--- config.mk ---
export PLATFORM = sky130hd
export DESIGN_NAME = modport_bridge_flat
export DESIGN_NICKNAME = d
export VERILOG_FILES = /design/src/rtl/modport_bridge_pkg.sv /design/src/rtl/modport_bridge_if.sv /design/src/rtl/modport_bridge_apb_addr_decoder.sv /design/src/rtl/modport_bridge.sv /design/src/flat_wrapper.sv
export SDC_FILE = /design/constraint.sdc
export NUM_CORES = 1
export LEC_CHECK = 0
export ABC_AREA = 1
export CORE_MARGIN = 2
export CORE_UTILIZATION = 55
export CTS_CLUSTER_DIAMETER = 40
export DETAILED_ROUTE_END_ITERATION = 12
export DONT_BUFFER_PORTS = 1
export HOLD_SLACK_MARGIN = 0.02
export PLACE_DENSITY_LB_ADDON = 0.2
export SLEW_MARGIN = 20
export SYNTH_ARGS = -nofsm -noshare
export SYNTH_HDL_FRONTEND = slang
export SYNTH_SLANG_ARGS = --single-unit
--- constraint.sdc ---
create_clock -name HCLK -period 11 [get_ports HCLK]
set_input_delay 1.65 -clock HCLK [delete_from_list [all_inputs] [get_ports HCLK]]
set_output_delay 1.65 -clock HCLK [all_outputs]
set_load 0.02 [all_outputs]
--- src/rtl/modport_bridge_pkg.sv ---
// Shared types and defaults for the AHB-Lite to APB bridge.
// Holds the FSM state enum, bus codes and the address window defaults.
package ahb_apb_pkg;

    localparam int          NUM_SLAVES_DEF = 4;
    localparam logic [31:0] SLV_BASE_DEF   = 32'h8000_0000;
    localparam logic [31:0] SLV_SPAN_DEF   = 32'h0400_0000;

    localparam logic [1:0] TRN_IDLE   = 2'b00;
    localparam logic [1:0] TRN_BUSY   = 2'b01;
    localparam logic [1:0] TRN_NONSEQ = 2'b10;
    localparam logic [1:0] TRN_SEQ    = 2'b11;

    localparam logic [1:0] RESP_OKAY  = 2'b00;
    localparam logic [1:0] RESP_ERROR = 2'b01;

    localparam logic [2:0] SIZE_WORD  = 3'b010;

    typedef enum logic [1:0] {
        IDLE,
        WWAIT,
        SETUP,
        ENABLE
    } state_t;

    typedef struct packed {
        logic [31:0] addr;
        logic        write;
        logic [2:0]  size;
    } req_t;

endpackage

--- src/rtl/modport_bridge_if.sv ---
// AHB-Lite slave side plus APB master side of the bridge as one bundle.
// slave: the bridge's view; master: the fabric/peripheral view.
interface modport_bridge_if #(
    parameter int NUM_SLAVES = 4
);
    logic [1:0]            HTRANS;
    logic                  HWRITE;
    logic                  HSELAPBif;
    logic                  HREADYin;
    logic [31:0]           HADDR;
    logic [2:0]            HSIZE;
    logic [31:0]           HWDATA;
    logic                  HREADYout;
    logic [1:0]            HRESP;
    logic [31:0]           HRDATA;
    logic [NUM_SLAVES-1:0] PSEL;
    logic                  PENABLE;
    logic                  PWRITE;
    logic [31:0]           PADDR;
    logic [31:0]           PWDATA;
    logic [31:0]           PRDATA;

    modport slave (
        input  HTRANS, HWRITE, HSELAPBif, HREADYin,
        input  HADDR, HSIZE, HWDATA, PRDATA,
        output HREADYout, HRESP, HRDATA,
        output PSEL, PENABLE, PWRITE, PADDR, PWDATA
    );

    modport master (
        output HTRANS, HWRITE, HSELAPBif, HREADYin,
        output HADDR, HSIZE, HWDATA, PRDATA,
        input  HREADYout, HRESP, HRDATA,
        input  PSEL, PENABLE, PWRITE, PADDR, PWDATA
    );

endinterface

--- src/rtl/modport_bridge_apb_addr_decoder.sv ---
// Combinational HADDR decode: window hit flag and one-hot slave select.
module apb_addr_decoder
    import ahb_apb_pkg::*;
#(
    parameter int          NUM_SLAVES = NUM_SLAVES_DEF,
    parameter logic [31:0] SLV_BASE   = SLV_BASE_DEF,
    parameter logic [31:0] SLV_SPAN   = SLV_SPAN_DEF
) (
    input  logic [31:0]           addr,
    output logic                  hit,
    output logic [NUM_SLAVES-1:0] sel
);

    logic [63:0] off;
    logic [63:0] lo;

    // 64-bit offset: addresses below the base wrap huge and never match
    always_comb begin
        off = {32'h0, addr} - {32'h0, SLV_BASE};
        lo  = '0;
        sel = '0;
        for (int k = 0; k < NUM_SLAVES; k++) begin
            lo = 64'(k) * {32'h0, SLV_SPAN};
            if (off >= lo && off < lo + {32'h0, SLV_SPAN})
                sel[k] = 1'b1;
        end
        hit = |sel;
    end

endmodule

--- src/rtl/modport_bridge.sv ---
// AHB-Lite slave to APB2 bridge: one SETUP/ENABLE pair per valid AHB beat,
// wait states through HREADYout, one-hot PSEL from the address window.
module modport_bridge
    import ahb_apb_pkg::*;
#(
    parameter int          NUM_SLAVES = NUM_SLAVES_DEF,
    parameter logic [31:0] SLV_BASE   = SLV_BASE_DEF,
    parameter logic [31:0] SLV_SPAN   = SLV_SPAN_DEF
) (
    input logic              HCLK,
    input logic              HRESET,
    modport_bridge_if.slave  bus
);

    state_t                state;
    state_t                state_nxt;
    logic                  hit;
    logic [NUM_SLAVES-1:0] sel;
    logic                  valid;
    logic                  accept;
    req_t                  req_q;
    logic [NUM_SLAVES-1:0] sel_q;
    logic [NUM_SLAVES-1:0] psel_q;
    logic                  penable_q;
    logic                  pwrite_q;
    logic [31:0]           paddr_q;
    logic [31:0]           pwdata_q;
    logic [31:0]           hrdata_q;
    logic                  ready;
    logic                  rd_enable;
    logic                  unused_ok;

    apb_addr_decoder #(
        .NUM_SLAVES (NUM_SLAVES),
        .SLV_BASE   (SLV_BASE),
        .SLV_SPAN   (SLV_SPAN)
    ) u_dec (
        .addr (bus.HADDR),
        .hit  (hit),
        .sel  (sel)
    );

    assign valid = bus.HSELAPBif & bus.HREADYin
                 & bus.HTRANS[1] & hit;
    assign ready = (state == IDLE) || (state == ENABLE);
    assign accept = valid & ready;
    assign rd_enable = (state == ENABLE) && !pwrite_q;

    // HTRANS[0] only separates IDLE/BUSY and NONSEQ/SEQ; size is kept for debug
    assign unused_ok = ^{req_q.size, bus.HTRANS[0]};

    always_comb begin
        state_nxt = state;
        unique case (state)
            IDLE, ENABLE: begin
                if (valid)
                    state_nxt = bus.HWRITE ? WWAIT : SETUP;
                else
                    state_nxt = IDLE;
            end
            WWAIT:   state_nxt = SETUP;
            SETUP:   state_nxt = ENABLE;
            default: state_nxt = IDLE;
        endcase
    end

    always_ff @(posedge HCLK or posedge HRESET) begin
        if (HRESET) begin
            state     <= IDLE;
            req_q     <= '0;
            sel_q     <= '0;
            psel_q    <= '0;
            penable_q <= 1'b0;
            pwrite_q  <= 1'b0;
            paddr_q   <= '0;
            pwdata_q  <= '0;
            hrdata_q  <= '0;
        end else begin
            state <= state_nxt;
            if (accept) begin
                req_q <= '{addr: bus.HADDR,
                           write: bus.HWRITE,
                           size: bus.HSIZE};
                sel_q <= sel;
            end
            if (state == WWAIT)
                pwdata_q <= bus.HWDATA;
            if (rd_enable)
                hrdata_q <= bus.PRDATA;
            // APB outputs follow the state being entered
            unique case (state_nxt)
                SETUP: begin
                    penable_q <= 1'b0;
                    if (state == WWAIT) begin
                        psel_q   <= sel_q;
                        paddr_q  <= req_q.addr;
                        pwrite_q <= req_q.write;
                    end else begin
                        psel_q   <= sel;
                        paddr_q  <= bus.HADDR;
                        pwrite_q <= bus.HWRITE;
                    end
                end
                ENABLE: penable_q <= 1'b1;
                default: begin
                    psel_q    <= '0;
                    penable_q <= 1'b0;
                end
            endcase
        end
    end

    assign bus.HREADYout = ready;
    assign bus.HRESP     = RESP_OKAY;
    assign bus.HRDATA    = rd_enable ? bus.PRDATA : hrdata_q;
    assign bus.PSEL      = psel_q;
    assign bus.PENABLE   = penable_q;
    assign bus.PWRITE    = pwrite_q;
    assign bus.PADDR     = paddr_q;
    assign bus.PWDATA    = pwdata_q;

endmodule

--- src/flat_wrapper.sv ---
// flat-port wrapper written by rule: the top's interface ports become plain ports
module modport_bridge_flat import ahb_apb_pkg::*;
#(
    parameter int          NUM_SLAVES = NUM_SLAVES_DEF,
    parameter logic [31:0] SLV_BASE   = SLV_BASE_DEF,
    parameter logic [31:0] SLV_SPAN   = SLV_SPAN_DEF
)
  (HCLK, HRESET, bus_HTRANS, bus_HWRITE, bus_HSELAPBif, bus_HREADYin, bus_HADDR, bus_HSIZE, bus_HWDATA, bus_PRDATA, bus_HREADYout, bus_HRESP, bus_HRDATA, bus_PSEL, bus_PENABLE, bus_PWRITE, bus_PADDR, bus_PWDATA);
  modport_bridge_if #(.NUM_SLAVES(NUM_SLAVES)) bus_i ();
  input logic HCLK;
  input logic HRESET;
  input wire logic [$bits(bus_i.HTRANS)-1:0] bus_HTRANS;
  input wire logic [$bits(bus_i.HWRITE)-1:0] bus_HWRITE;
  input wire logic [$bits(bus_i.HSELAPBif)-1:0] bus_HSELAPBif;
  input wire logic [$bits(bus_i.HREADYin)-1:0] bus_HREADYin;
  input wire logic [$bits(bus_i.HADDR)-1:0] bus_HADDR;
  input wire logic [$bits(bus_i.HSIZE)-1:0] bus_HSIZE;
  input wire logic [$bits(bus_i.HWDATA)-1:0] bus_HWDATA;
  input wire logic [$bits(bus_i.PRDATA)-1:0] bus_PRDATA;
  output wire logic [$bits(bus_i.HREADYout)-1:0] bus_HREADYout;
  output wire logic [$bits(bus_i.HRESP)-1:0] bus_HRESP;
  output wire logic [$bits(bus_i.HRDATA)-1:0] bus_HRDATA;
  output wire logic [$bits(bus_i.PSEL)-1:0] bus_PSEL;
  output wire logic [$bits(bus_i.PENABLE)-1:0] bus_PENABLE;
  output wire logic [$bits(bus_i.PWRITE)-1:0] bus_PWRITE;
  output wire logic [$bits(bus_i.PADDR)-1:0] bus_PADDR;
  output wire logic [$bits(bus_i.PWDATA)-1:0] bus_PWDATA;
  assign bus_i.HTRANS = bus_HTRANS;
  assign bus_i.HWRITE = bus_HWRITE;
  assign bus_i.HSELAPBif = bus_HSELAPBif;
  assign bus_i.HREADYin = bus_HREADYin;
  assign bus_i.HADDR = bus_HADDR;
  assign bus_i.HSIZE = bus_HSIZE;
  assign bus_i.HWDATA = bus_HWDATA;
  assign bus_i.PRDATA = bus_PRDATA;
  assign bus_HREADYout = bus_i.HREADYout;
  assign bus_HRESP = bus_i.HRESP;
  assign bus_HRDATA = bus_i.HRDATA;
  assign bus_PSEL = bus_i.PSEL;
  assign bus_PENABLE = bus_i.PENABLE;
  assign bus_PWRITE = bus_i.PWRITE;
  assign bus_PADDR = bus_i.PADDR;
  assign bus_PWDATA = bus_i.PWDATA;
  modport_bridge #(.NUM_SLAVES(NUM_SLAVES), .SLV_BASE(SLV_BASE), .SLV_SPAN(SLV_SPAN)) u_core (.HCLK(HCLK), .HRESET(HRESET), .bus(bus_i));
endmodule
Word-level counts from Yosys, hierarchy flattened. Index checks and enable logic that the tools add are counted.

$add $sub $neg: 1. Order comparisons: 8. Equality and inequality tests: 5. Mux-type cells: 13. Bitwise logic cells: 4. Reduce and logical (&&, ||, !) cells: 10.

Operators by type and width (number): greater-or-equal comparator 64 x 28 -> 1 bit, second input constant (2); < comparator 64 x 28 -> 1 bit, second input constant (2); greater-or-equal comparator 64 x 1 -> 1 bit, second input constant (1); greater-or-equal comparator 64 x 27 -> 1 bit, second input constant (1); < comparator 64 x 27 -> 1 bit, second input constant (1); < comparator 64 x 29 -> 1 bit, second input constant (1); 2-to-1 mux 32 bit (2); subtractor 32 x 32 -> 33 bit, second input constant (1); equality test 2 bit, second input constant (4); case mux 4 bit (2 select lines) (1); 2-to-1 mux 1 bit (6); case mux 2 bit (3 select lines) (1); logical AND 1 bit (5); bitwise AND 1 bit (4); 2-to-1 mux 2 bit (2); 2-to-1 mux 4 bit (1); OR reduction 4 bit (1); equality test 2 x 1 -> 1 bit, second input constant (1); zero test 2 bit (1); OR reduction 2 bit (1); zero test 1 bit (1); logical OR 1 bit (1).

Register bits after elaboration: 141. Input bits: 106. Output and inout bits: 105. Logic and storage cells: 51.

Logic depth before layout (Yosys ltp).
Depth after elaboration: 10. Depth in mapped cells: 9. Gate-level depth less buffers: 8.

By module. A second synthesis with hierarchy kept.

Cell total of the unflattened synthesis: 640. Area, all modules: 5921.9 sq um.

Modules (own cells, without submodules): modport_bridge (times used 1, cells each 626, area an instance 5851.9 sq um, sequential area each 3528.4 sq um); apb_addr_decoder (times used 1, cells each 14, area an instance 70.1 sq um, sequential area each 0.0 sq um).

Worst setup path before layout. OpenSTA, ideal clock, no wires.

Path type: input-to-output. Start point: input port bus_PRDATA[0]. End point: output port bus_HRDATA[0]. Arrival: 1.957 ns. Data required time: 9.350 ns. Slack: 7.393 ns. Stages on the path: 1. Path buffers: 0. Path through: mux2_2.

Cells in the longest elaborated chain, start to end: 1.

RTL lines: from (decl) (line flat_wrapper.sv:19) `input wire logic [$bits(bus_i.PRDATA)-1:0] bus_PRDATA;`; 2-to-1 mux 32 bit (line modport_bridge.sv:115) `assign bus.HRDATA = rd_enable ? bus.PRDATA : hrdata_q;`; to (decl) (line flat_wrapper.sv:22) `output wire logic [$bits(bus_i.HRDATA)-1:0] bus_HRDATA;`.

Every way passes these cells.

Worst setup path in the final report.
Start point: register u_core.state[0]. End point: output port bus_HRDATA[11].

Cells in the longest elaborated chain, start to end: 3.

RTL lines: from (decl) (line modport_bridge.sv:15) `state_t state;`; from (signal assigned) (line modport_bridge.sv:79) `state <= state_nxt;`; equality test 2 bit (line modport_bridge.sv:47) `assign rd_enable = (state == ENABLE) && !pwrite_q;`; logical AND 1 bit (line modport_bridge.sv:47); 2-to-1 mux 32 bit (line modport_bridge.sv:115).

Every way passes these cells.

==> metrics <==
synth unique cells 24; initial DRC count between 150 and 200; first-pass GRT wire length just under 20 mm; Final Worst Setup Slack slightly above 7 ns; largest net degree at the start of global routing about 100; Synth area leaders dfrtp_1 60%, nand2_1 17%, mux2_2 6.1%, o21ai_0 4.7%, nand3_1 3.1%; status finished, final reports clean; num rows 37; post-DP HPWL between 8 and 9 mm; area share of the largest cell type after synthesis 0.599; Fin. Hold Viols 0; max-slew violation count 0; clock latency on the worst-skew pair 0.52 ns; # DRC 0; final net count 730; final WL 12.1 mm; share of cells above drive strength 1 0.123; via count approximately 4.0k; Num CTS Buffers 17; total power 0.00217 W; core area roughly 10000 sq um; Leakage roughly 3.3 nW; IO Count ~210; maximum clock frequency 261 MHz; Synth Area per Inst ~9.3 sq um; top cells by count, synth 261 x nand2_1, 141 x dfrtp_1, 55 x o21ai_0; Hold Crit Class reg2reg; I/O Buffers 0; worst-margin pin slew approximately 1.0 ns; Synth area leader dfrtp_1; relative slew slack 0.322; launching point of the worst reg2reg path u_core.state[1]; die height about 110 um; Avg WL per Cell 15.8 um; # setup viols final 0; Max rail drop VDD ~0.00019 V; P per Cell Area about 330 nW/um^2; antenna violation net count after detailed routing 0; Req. time, crit path slightly above 9 ns; Synth Instances roughly 640; CTS tree yes; clk slew on worst S/H paths ~0.06 ns; Post-synth EDFFs 0; gr usage total 0.217; DRT Pass-1 Iters 4; antenna cells 0; top_reg_cell synth dfrtp_1; number of max-cap violations 0; # hold bufs at CTS 0; synth warn 0; hold slack around 0.47 ns; setup tns final 0 ns; CP endpoint kind output pin; initial core utilization 0.568; ys async rst share 1.00; arrival time worst endpoint about 2.2 ns; sequential area share after synthesis 0.599; crit path time final around 3.8 ns; RSZ-0062 raised after global routing false; flops & latches, synth roughly 140; via/cell ratio 5.25; cts repair resizes 0; Die Span X 108 um; Area growth syn-to-layout 10.3%; routability congestion estimate from global placement slightly above 0.7; startpoint class of the critical path flip-flop; DIE AREA 11600 sq um; clock skew between 0.007 and 0.008 ns; post-CTS repair timing setup buffer count 0; kind of critical path reg2out; crit share post-route 0.348; top-count cell post-synth nand2_1; post-synthesis instance area slightly below 6000 sq um; hold_sp u_core.req_q[34]; grt total ovfl 0; DP Worst Slack 7.37 ns; Root Buffer clkbuf_8; maximum fanout along the worst path 32; CTS Buffer Depth 2; Critical Path Start u_core.state[0]; H-tree levels 4; clock sink count ~140; vias in the first global route just under 4k; initial antenna violation count 0
-- layout make-up --
class                   instances  area, sq um
well taps                     136          170
fillers                       909         3870
clock inverters                11          141
clock buffers                  21          449
multi-input cells             414         2020
repair buffers                  1         7.51
flip-flops and latches        141         3530
inverters                      46          178
-- placed cells by master, fill, tap and decap left out, types with 2 or more instances in the layout --
cell        count
clkbuf_1        2
mux2_2         32
o21ai_1         9
clkinv_2        4
nand3_1        36
nor2_1          5
bufinv_16       3
o21ai_0        55
inv_2           3
ha_1            2
conb_1          2
nand2_1       260
clkbuf_8        3
nand2_2         3
dfrtp_1       141
clkbuf_16      16
nand2_4         2
clkinvlp_4      3
inv_1          41
-- flip-flops by register name, summed over array words and instances, names as in the netlist --
register	cells
u_core.bus.PADDR	32
u_core.bus.PENABLE	1
u_core.bus.PWRITE	1
u_core.hrdata_q	32
u_core.state	2
u_core.bus.PSEL	4
u_core.sel_q	4
u_core.req_q	33
u_core.bus.PWDATA	32
-- final timing paths --
kind / to / slack [ns] / cells past startpoint
max in group asynchronous: u_core.bus.PSEL[0] / 8.59 / 2
min in group asynchronous: u_core.hrdata_q[9] / 1.06 / 1
hold / removal: u_core.req_q[34] / 0.47 / 2
hold reg to reg: u_core.req_q[34] / 0.47 / 2
setup / recovery: bus_HRDATA[11] / 7.18 / 3
setup reg to reg: u_core.bus.PADDR[27] / 7.92 / 6
-- critical path: stages, from the launching register on --
cell and delay (ns):
dfrtp_1 0.42, ha_1 0.23, nand2_2 0.51, mux2_2 0.49
-- cells by family (layout without fill, tap and decap cells) --
family | Yosys count | in the layout | share of synthesized area
muxes | 32 | 32 | 0.0612
DFF | 141 | 141 | 0.599
buffers and inverters | 81 | 79 | 0.0624
AOI/OAI and AO/OA | 66 | 66 | 0.0571
other | 1 | 2 | 0.000636
adders and majority gates | 3 | 3 | 0.00637
and+or+nand+nor | 311 | 311 | 0.213
-- through the flow --
stage | instances | util | instance area, sq um
after floorplan | 636 | - | 5900
after global placement | 738 | 0.569 | 5900
after detailed placement | 738 | 0.569 | 5900
after CTS | 770 | 0.626 | 6490
after global routing | 770 | 0.626 | 6500
final | 770 | 0.626 | 6500
-- layer usage --
| layer | up-vias | global-route usage | part of all wire |
|---|---|---|---|
| li1 | 1962 | - | - |
| met1 | 1906 | 0.268 | 0.42 |
| met2 | 154 | 0.347 | 0.49 |
| met3 | 20 | 0.0775 | 0.078 |
| met4 | 0 | 0.0907 | 0.018 |
| met5 | - | 0 | 0 |
-- report_power, final --
part | total [W] | switching [W] | internal, W
Sequential | 0.000993 | 0.000265 | 0.000728
Clock | 0.000564 | 0.000209 | 0.000356
Combinational | 0.000616 | 0.000434 | 0.000182
Total | 0.00217 | 0.000908 | 0.00127
No activity file was read; power rests on OpenSTA's default activity.
